[config.mk]
export PLATFORM = sky130hd
export DESIGN_NAME = fir_channel_scheduler
export DESIGN_NICKNAME = d
export VERILOG_FILES = /design/src/rtl/fir_channel_scheduler.sv
export SDC_FILE = /design/constraint.sdc
export NUM_CORES = 1
export LEC_CHECK = 0
export ABC_AREA = 1
export BUFFER_PORTS_ARGS = -buffer_cell sky130_fd_sc_hd__buf_2
export CAP_MARGIN = 0
export CORE_MARGIN = 10
export CORE_UTILIZATION = 35
export CTS_BUF_LIST = sky130_fd_sc_hd__clkbuf_8
export CTS_CLUSTER_SIZE = 24
export DETAILED_ROUTE_END_ITERATION = 10
export SETUP_SLACK_MARGIN = 0.15
export SLEW_MARGIN = 10
export SYNTH_ARGS = -nofsm -noshare
export SYNTH_HDL_FRONTEND = slang
export SYNTH_SLANG_ARGS = --single-unit
[constraint.sdc]
create_clock -name s_axis_aclk -period 3.54 [get_ports s_axis_aclk]
set_input_delay 0.354 -clock s_axis_aclk [delete_from_list [all_inputs] [get_ports s_axis_aclk]]
set_output_delay 0.354 -clock s_axis_aclk [all_outputs]
set_load 0.01 [all_outputs]
[src/rtl/fir_channel_scheduler.sv]
// Round-robin scheduler sharing one FIR engine across NUM_CH AXI-Stream channels,
// with one-entry in/out buffers per channel, a job watchdog and sticky error flags.
module fir_channel_scheduler #(
   parameter int NUM_CH  = 4,
   parameter int DATA_W  = 32,
   parameter int TIMEOUT = 255
) (
   input  logic                     s_axis_aclk,
   input  logic                     s_axis_arst,
   input  logic [NUM_CH-1:0]        ch_enable,
   input  logic [NUM_CH*DATA_W-1:0] s_axis_tdata,
   input  logic [NUM_CH-1:0]        s_axis_tvalid,
   output logic [NUM_CH-1:0]        s_axis_tready,
   output logic [NUM_CH*DATA_W-1:0] m_axis_tdata,
   output logic [NUM_CH-1:0]        m_axis_tvalid,
   input  logic [NUM_CH-1:0]        m_axis_tready,
   output logic [DATA_W-1:0]        fir_s_tdata,
   output logic                     fir_s_tvalid,
   input  logic                     fir_s_tready,
   output logic [1:0]               fir_s_tuser,
   input  logic [DATA_W-1:0]        fir_m_tdata,
   input  logic                     fir_m_tvalid,
   output logic                     fir_m_tready,
   input  logic [1:0]               fir_m_tuser,
   output logic                     busy,
   output logic                     err_timeout,
   output logic                     err_tuser,
   input  logic                     err_clear
);
   localparam int CH_W = 2;
   localparam int WD_W = $clog2(TIMEOUT + 1);

   typedef enum logic [1:0] {S_IDLE, S_ISSUE, S_WAIT} state_t;

   state_t              r_state;
   logic [NUM_CH-1:0]   r_in_full;
   logic [NUM_CH-1:0]   r_out_full;
   logic [DATA_W-1:0]   r_in_data  [NUM_CH];
   logic [DATA_W-1:0]   r_out_data [NUM_CH];
   logic [CH_W-1:0]     r_last_grant;
   logic [CH_W-1:0]     r_cur_ch;
   logic [WD_W-1:0]     r_wdog;
   logic [DATA_W-1:0]   r_fir_s_tdata;
   logic [CH_W-1:0]     r_fir_s_tuser;
   logic                r_fir_s_tvalid;
   logic                r_fir_m_tready;
   logic                r_busy;
   logic                r_err_timeout;
   logic                r_err_tuser;

   logic [NUM_CH-1:0]   w_elig;
   logic [NUM_CH-1:0]   w_in_hs;
   logic [NUM_CH-1:0]   w_out_hs;
   logic                w_any;
   logic [CH_W-1:0]     w_grant;
   logic                w_res_hs;
   logic                w_tag_ok;

   // Output space is reserved before granting, so a result is never back-pressured.
   assign w_elig   = r_in_full & ch_enable & ~r_out_full;
   assign w_in_hs  = s_axis_tvalid & ~r_in_full;
   assign w_out_hs = r_out_full & m_axis_tready;
   assign w_res_hs = fir_m_tvalid & r_fir_m_tready;
   assign w_tag_ok = (fir_m_tuser == r_cur_ch);

   always_comb begin
      int unsigned idx;
      idx     = 0;
      w_any   = 1'b0;
      w_grant = '0;
      for (int unsigned k = 0; k < NUM_CH; k++) begin
         idx = (32'(r_last_grant) + 32'd1 + k) % NUM_CH;
         if (!w_any && w_elig[idx]) begin
            w_any   = 1'b1;
            w_grant = CH_W'(idx);
         end
      end
   end

   always_ff @(posedge s_axis_aclk) begin
      if (s_axis_arst) begin
         r_state        <= S_IDLE;
         r_in_full      <= '0;
         r_out_full     <= '0;
         for (int unsigned i = 0; i < NUM_CH; i++) begin
            r_in_data[i]  <= '0;
            r_out_data[i] <= '0;
         end
         r_last_grant   <= CH_W'(NUM_CH - 1);
         r_cur_ch       <= '0;
         r_wdog         <= '0;
         r_fir_s_tdata  <= '0;
         r_fir_s_tuser  <= '0;
         r_fir_s_tvalid <= 1'b0;
         r_fir_m_tready <= 1'b0;
         r_busy         <= 1'b0;
         r_err_timeout  <= 1'b0;
         r_err_tuser    <= 1'b0;
      end else begin
         for (int unsigned i = 0; i < NUM_CH; i++) begin
            if (w_out_hs[i]) r_out_full[i] <= 1'b0;
            if (w_in_hs[i]) begin
               r_in_full[i] <= 1'b1;
               r_in_data[i] <= s_axis_tdata[i*DATA_W +: DATA_W];
            end
         end

         // Later set assignments below override the clear in the same cycle.
         if (err_clear) begin
            r_err_timeout <= 1'b0;
            r_err_tuser   <= 1'b0;
         end

         case (r_state)
            S_IDLE: begin
               if (w_any) begin
                  r_fir_s_tdata  <= r_in_data[w_grant];
                  r_fir_s_tuser  <= w_grant;
                  r_last_grant   <= w_grant;
                  r_cur_ch       <= w_grant;
                  r_fir_s_tvalid <= 1'b1;
                  r_fir_m_tready <= 1'b1;
                  r_busy         <= 1'b1;
                  r_state        <= S_ISSUE;
               end
            end
            S_ISSUE: begin
               if (fir_s_tready) begin
                  r_in_full[r_cur_ch] <= 1'b0;
                  r_wdog              <= '0;
                  r_fir_s_tvalid      <= 1'b0;
                  r_state             <= S_WAIT;
               end
               // Any result seen here belongs to an aborted job.
               if (w_res_hs) r_err_tuser <= 1'b1;
            end
            S_WAIT: begin
               if (w_res_hs && w_tag_ok) begin
                  r_out_data[r_cur_ch] <= fir_m_tdata;
                  r_out_full[r_cur_ch] <= 1'b1;
                  r_fir_m_tready       <= 1'b0;
                  r_busy               <= 1'b0;
                  r_state              <= S_IDLE;
               end else if (r_wdog == WD_W'(TIMEOUT)) begin
                  r_err_timeout  <= 1'b1;
                  r_fir_m_tready <= 1'b0;
                  r_busy         <= 1'b0;
                  r_state        <= S_IDLE;
               end else begin
                  r_wdog <= r_wdog + 1'b1;
               end
               if (w_res_hs && !w_tag_ok) r_err_tuser <= 1'b1;
            end
            default: r_state <= S_IDLE;
         endcase
      end
   end

   assign s_axis_tready = ~r_in_full;
   assign m_axis_tvalid = r_out_full;
   assign fir_s_tdata   = r_fir_s_tdata;
   assign fir_s_tvalid  = r_fir_s_tvalid;
   assign fir_s_tuser   = r_fir_s_tuser;
   assign fir_m_tready  = r_fir_m_tready;
   assign busy          = r_busy;
   assign err_timeout   = r_err_timeout;
   assign err_tuser     = r_err_tuser;

   for (genvar g = 0; g < NUM_CH; g++) begin : g_out
      assign m_axis_tdata[g*DATA_W +: DATA_W] = r_out_data[g];
   end

endmodule

==> flow_summary_export.csv <==
group,metric,value,unit
setup_path,r2r_cells,13,
logic_synthesis,synth_flop_cell,"edfxtp_1",
logic_synthesis,ys_types,37,
logic_synthesis,synth_top_area_share,56.9,%
finish,fin_util,45.5,%
timing,fin_skew,0.0164,ns
grt,overflow,0,
logic_synthesis,synth_top_cell_by_area,"edfxtp_1",
placement,placed_cells,2226,
timing,worst_slack,0.746,ns
grt,grt_usage,18.0,%
clocking,cts.clk_slew.worst_paths,0.06,ns
floorplan,initial_core_util,35.7,%
clocking,cts_sinks,314,
grt,grt_start_max_net_pins,66,
power_and_ir_drop,totalPowerFinal,11.8,mW
logic_synthesis,synth_edf_count,256,
clocking,htreeDepth,2,
power_and_ir_drop,power.density,685,nW/um^2
detailed_routing,post_drt_wl_per_cell,18.6,um
clocking,clk_latency,0.62,ns
clocking,cts_buffers,52,
timing,rsz0062_at_grt,"no",
setup_path,worstPathRequired,4.05,ns
timing,finalCritPeriodShare,78.9,%
power_and_ir_drop,ir_worst_vdd,493,uV
floorplan,die_h,216,um
detailed_routing,routed_wl,43.9,mm
clocking,cts_tree,"built",
clocking,cts_root_buf,"clkbuf_8",
finish,drive_above_1_share,25.1,%
power_and_ir_drop,p_sw_share,38.8,%
detailed_routing,vias,10900,
detailed_routing,drc,0,
logic_synthesis,syn_inst,1405,
timing,finalHoldViolCount,0,
clocking,post_cts_resized,0,
status,status,"finished clean",
timing,slew_headroom,43.8,%
logic_synthesis,synth.avg_cell_area,9.61,sq um
clocking,cts_setup_buffers,0,
power_and_ir_drop,pwr-share-clk,25.6,%
floorplan,die_area,46800,sq um
logic_synthesis,synth_area_leaders,"edfxtp_1, dfxtp_1, nor2_1",
finish,nets,2001,
floorplan,io_pins,354,
setup_path,regToRegSetupSlack,0.75,ns
power_and_ir_drop,p_comb_share,35.3,%
setup_path,arrival,3.30,ns
floorplan,design.core.area,37800,sq um
detailed_routing,viasPerCell,4.63,
setup_path,critical_path_class,"reg2reg",
logic_synthesis,async_reset_ff_share,0,%
setup_path,timing.rr.start,"r_last_grant[0]$_SDFFE_PP1P_",
setup_path,cp-startpoint,"r_last_grant[0]$_SDFFE_PP1P_",
logic_synthesis,syn_area,13500,sq um
finish,syn_to_final_growth,27.5,%
run,max-cap-violations,0,
grt,grt_pass1_vias,11000,
timing,fin_tns_setup,0,ns
setup_path,crit_path_end,"fir_s_tdata[5]$_SDFFE_PP0P_",
placement,hpwl,32.6,mm
setup_path,cp_max_fo,19,
timing,period_needed,2.79,ns
power_and_ir_drop,p_leak,8.39,nW
placement,port_buffers,353,
setup_path,crit_path_end_kind,"flop",
detailed_routing,drtPass1Iterations,5,
timing,final-max-slew-violation-count,0,
floorplan,chipWidth,216,um
detailed_routing,ant_nets,0,
grt,antenna_found_initial,2,
placement,preCtsSetupSlack,0.731,ns
power_and_ir_drop,p_sw,4.57,mW
clocking,postCtsHoldBufs,49,
power_and_ir_drop,p_int,7.23,mW
min_path,hold_path_class,"in2reg",
timing,tightest_slew,0.843,ns
setup_path,worstSetupStartpointType,"flop",
timing,setup_viol,0,
floorplan,rows,71,
logic_synthesis,syn_nets,1588,
logic_synthesis,synth-seq-area-share,65.5,%
grt,grt_pass1_wl,65.0,mm
logic_synthesis,ys_warn_count,0,
logic_synthesis,synth.ff_latch_count,314,
clocking,clockBufferDepth,3,
setup_path,worstReg2RegEnd,"fir_s_tdata[5]$_SDFFE_PP0P_",
power_and_ir_drop,seqPwrFrac,39.1,%
placement,place.gp.congestion,0.892,
detailed_routing,drtIter0Drc,760,
timing,max_freq,358,MHz
finish,final_cells,2366,
placed cells by master (no fill, tap or decap), drive strengths merged:
cell type | Yosys | final
diode | 0 | 1
nand2 | 208 | 208
xnor2 | 2 | 2
ha | 4 | 4
a21oi | 29 | 29
o211ai | 2 | 2
edfxtp | 256 | 256
dfxtp | 58 | 58
or2 | 2 | 2
clkbuf | 39 | 55
o221a | 1 | 1
o211a | 1 | 1
nor3 | 52 | 52
nor3b | 3 | 3
o32ai | 2 | 2
dlygate4sd3 | 0 | 49
a2bb2oi | 1 | 1
nor2 | 290 | 290
o2111ai | 1 | 1
clkinvlp | 0 | 2
buf | 26 | 375
bufinv | 0 | 2
o31ai | 1 | 1
a31oi | 2 | 2
nand3 | 121 | 121
a211oi | 2 | 2
nand4 | 8 | 8
clkinv | 0 | 13
o21ai | 16 | 16
inv | 278 | 296
cell usage after synthesis (7+ instances only):
library cell / n
nor3_1: 52
nand4_1: 7
clkbuf_1: 39
buf_2: 11
nor2_1: 283
nand3_1: 119
dfxtp_1: 58
buf_6: 7
inv_1: 273
edfxtp_1: 256
o21ai_0: 13
nand2_1: 204
a21oi_1: 29
flip-flops by register name, summed over array words and instances, names as in the netlist:
register,count
busy,1
err_timeout,1
err_tuser,1
fir_s_tdata,32
fir_s_tuser,2
fir_s_tvalid,1
m_axis_tvalid,4
r_in_data,128
r_in_full,4
r_last_grant,2
r_out_data,128
r_state,2
r_wdog,8
worst min-delay path by stage:
stage               slack (ns)                             end                          start  cells after the start
global placement          0.45            err_tuser$_SDFF_PP0_           err_tuser$_SDFF_PP0_                      2
detailed placement        0.46     fir_s_tdata[5]$_SDFFE_PP0P_  r_in_data[3][5]$_SDFFCE_PN0P_                      2
floorplan                 0.44     fir_s_tdata[0]$_SDFFE_PP0P_  r_in_data[3][0]$_SDFFCE_PN0P_                      2
global route              0.03  r_in_data[0][14]$_SDFFCE_PN0P_               s_axis_tdata[14]                      3
CTS                     0.0004  r_in_data[3][22]$_SDFFCE_PN0P_              s_axis_tdata[118]                      3
finish                    0.04  r_in_data[2][12]$_SDFFCE_PN0P_               s_axis_tdata[76]                      3
power groups by stage:
stage / logic [mW] / clock network, mW / registers (mW)
2_1_floorplan: 2.93 / 0 / 4.69
3_3_place_gp: 4.15 / 0 / 4.69
3_5_place_dp: 4.20 / 0 / 4.69
4_1_cts: 4.25 / 3.11 / 4.61
5_1_grt: 4.69 / 3.25 / 4.65
6_report: 4.17 / 3.02 / 4.61
per-layer routing:
layer | vias up | global-route usage [%] | wire (um)
met1 | 5090 | 20.9 | 17100
met2 | 518 | 30.7 | 21600
li1 | 5279 | - | -
met5 | - | 0 | 13
met3 | 58 | 5.97 | 4390
met4 | 2 | 5.76 | 841
worst max-delay path, cell delays in order, from the launching register on:
cell	delay, ns
dfxtp_1	0.58
inv_4	0.12
nand2_1	0.10
nand2_2	0.08
nand3_1	0.11
nand2_2	0.09
nand3_2	0.10
nor2_1	0.07
nor2_4	0.43
inv_2	0.31
nor2_4	0.39
nand3_1	0.15
nand2_1	0.08
nor2_1	0.04
layout make-up:
type                    count  area [sq um]
diodes                      1          2.50
clock buffers              55           757
clock inverters            35           200
fillers                  3766         20600
inverters                 278          1050
multi-input cells         748          3310
flip-flops and latches    314          8850
well taps                 511           639
repair buffers            424          2420
logic make-up after synthesis:
family          Yosys count  share of synthesized area, %
simple gates            684                          21.4
buf+inv                 343                          10.2
flops                   314                          65.5
compound gates           58                          2.48
fa+ha+maj                 4                         0.371
xor+xnor                  2                         0.130
per-stage QoR:
step / area [sq um] / hold slack (ns)
after floorplan: 13500 / 0.445
after global placement: 15800 / 0.450
after detailed placement: 15800 / 0.457
after CTS: 17200 / 0.000425
after global routing: 17200 / 0.0285
final: 17200 / 0.0407
No activity file was read; power rests on OpenSTA's default activity.
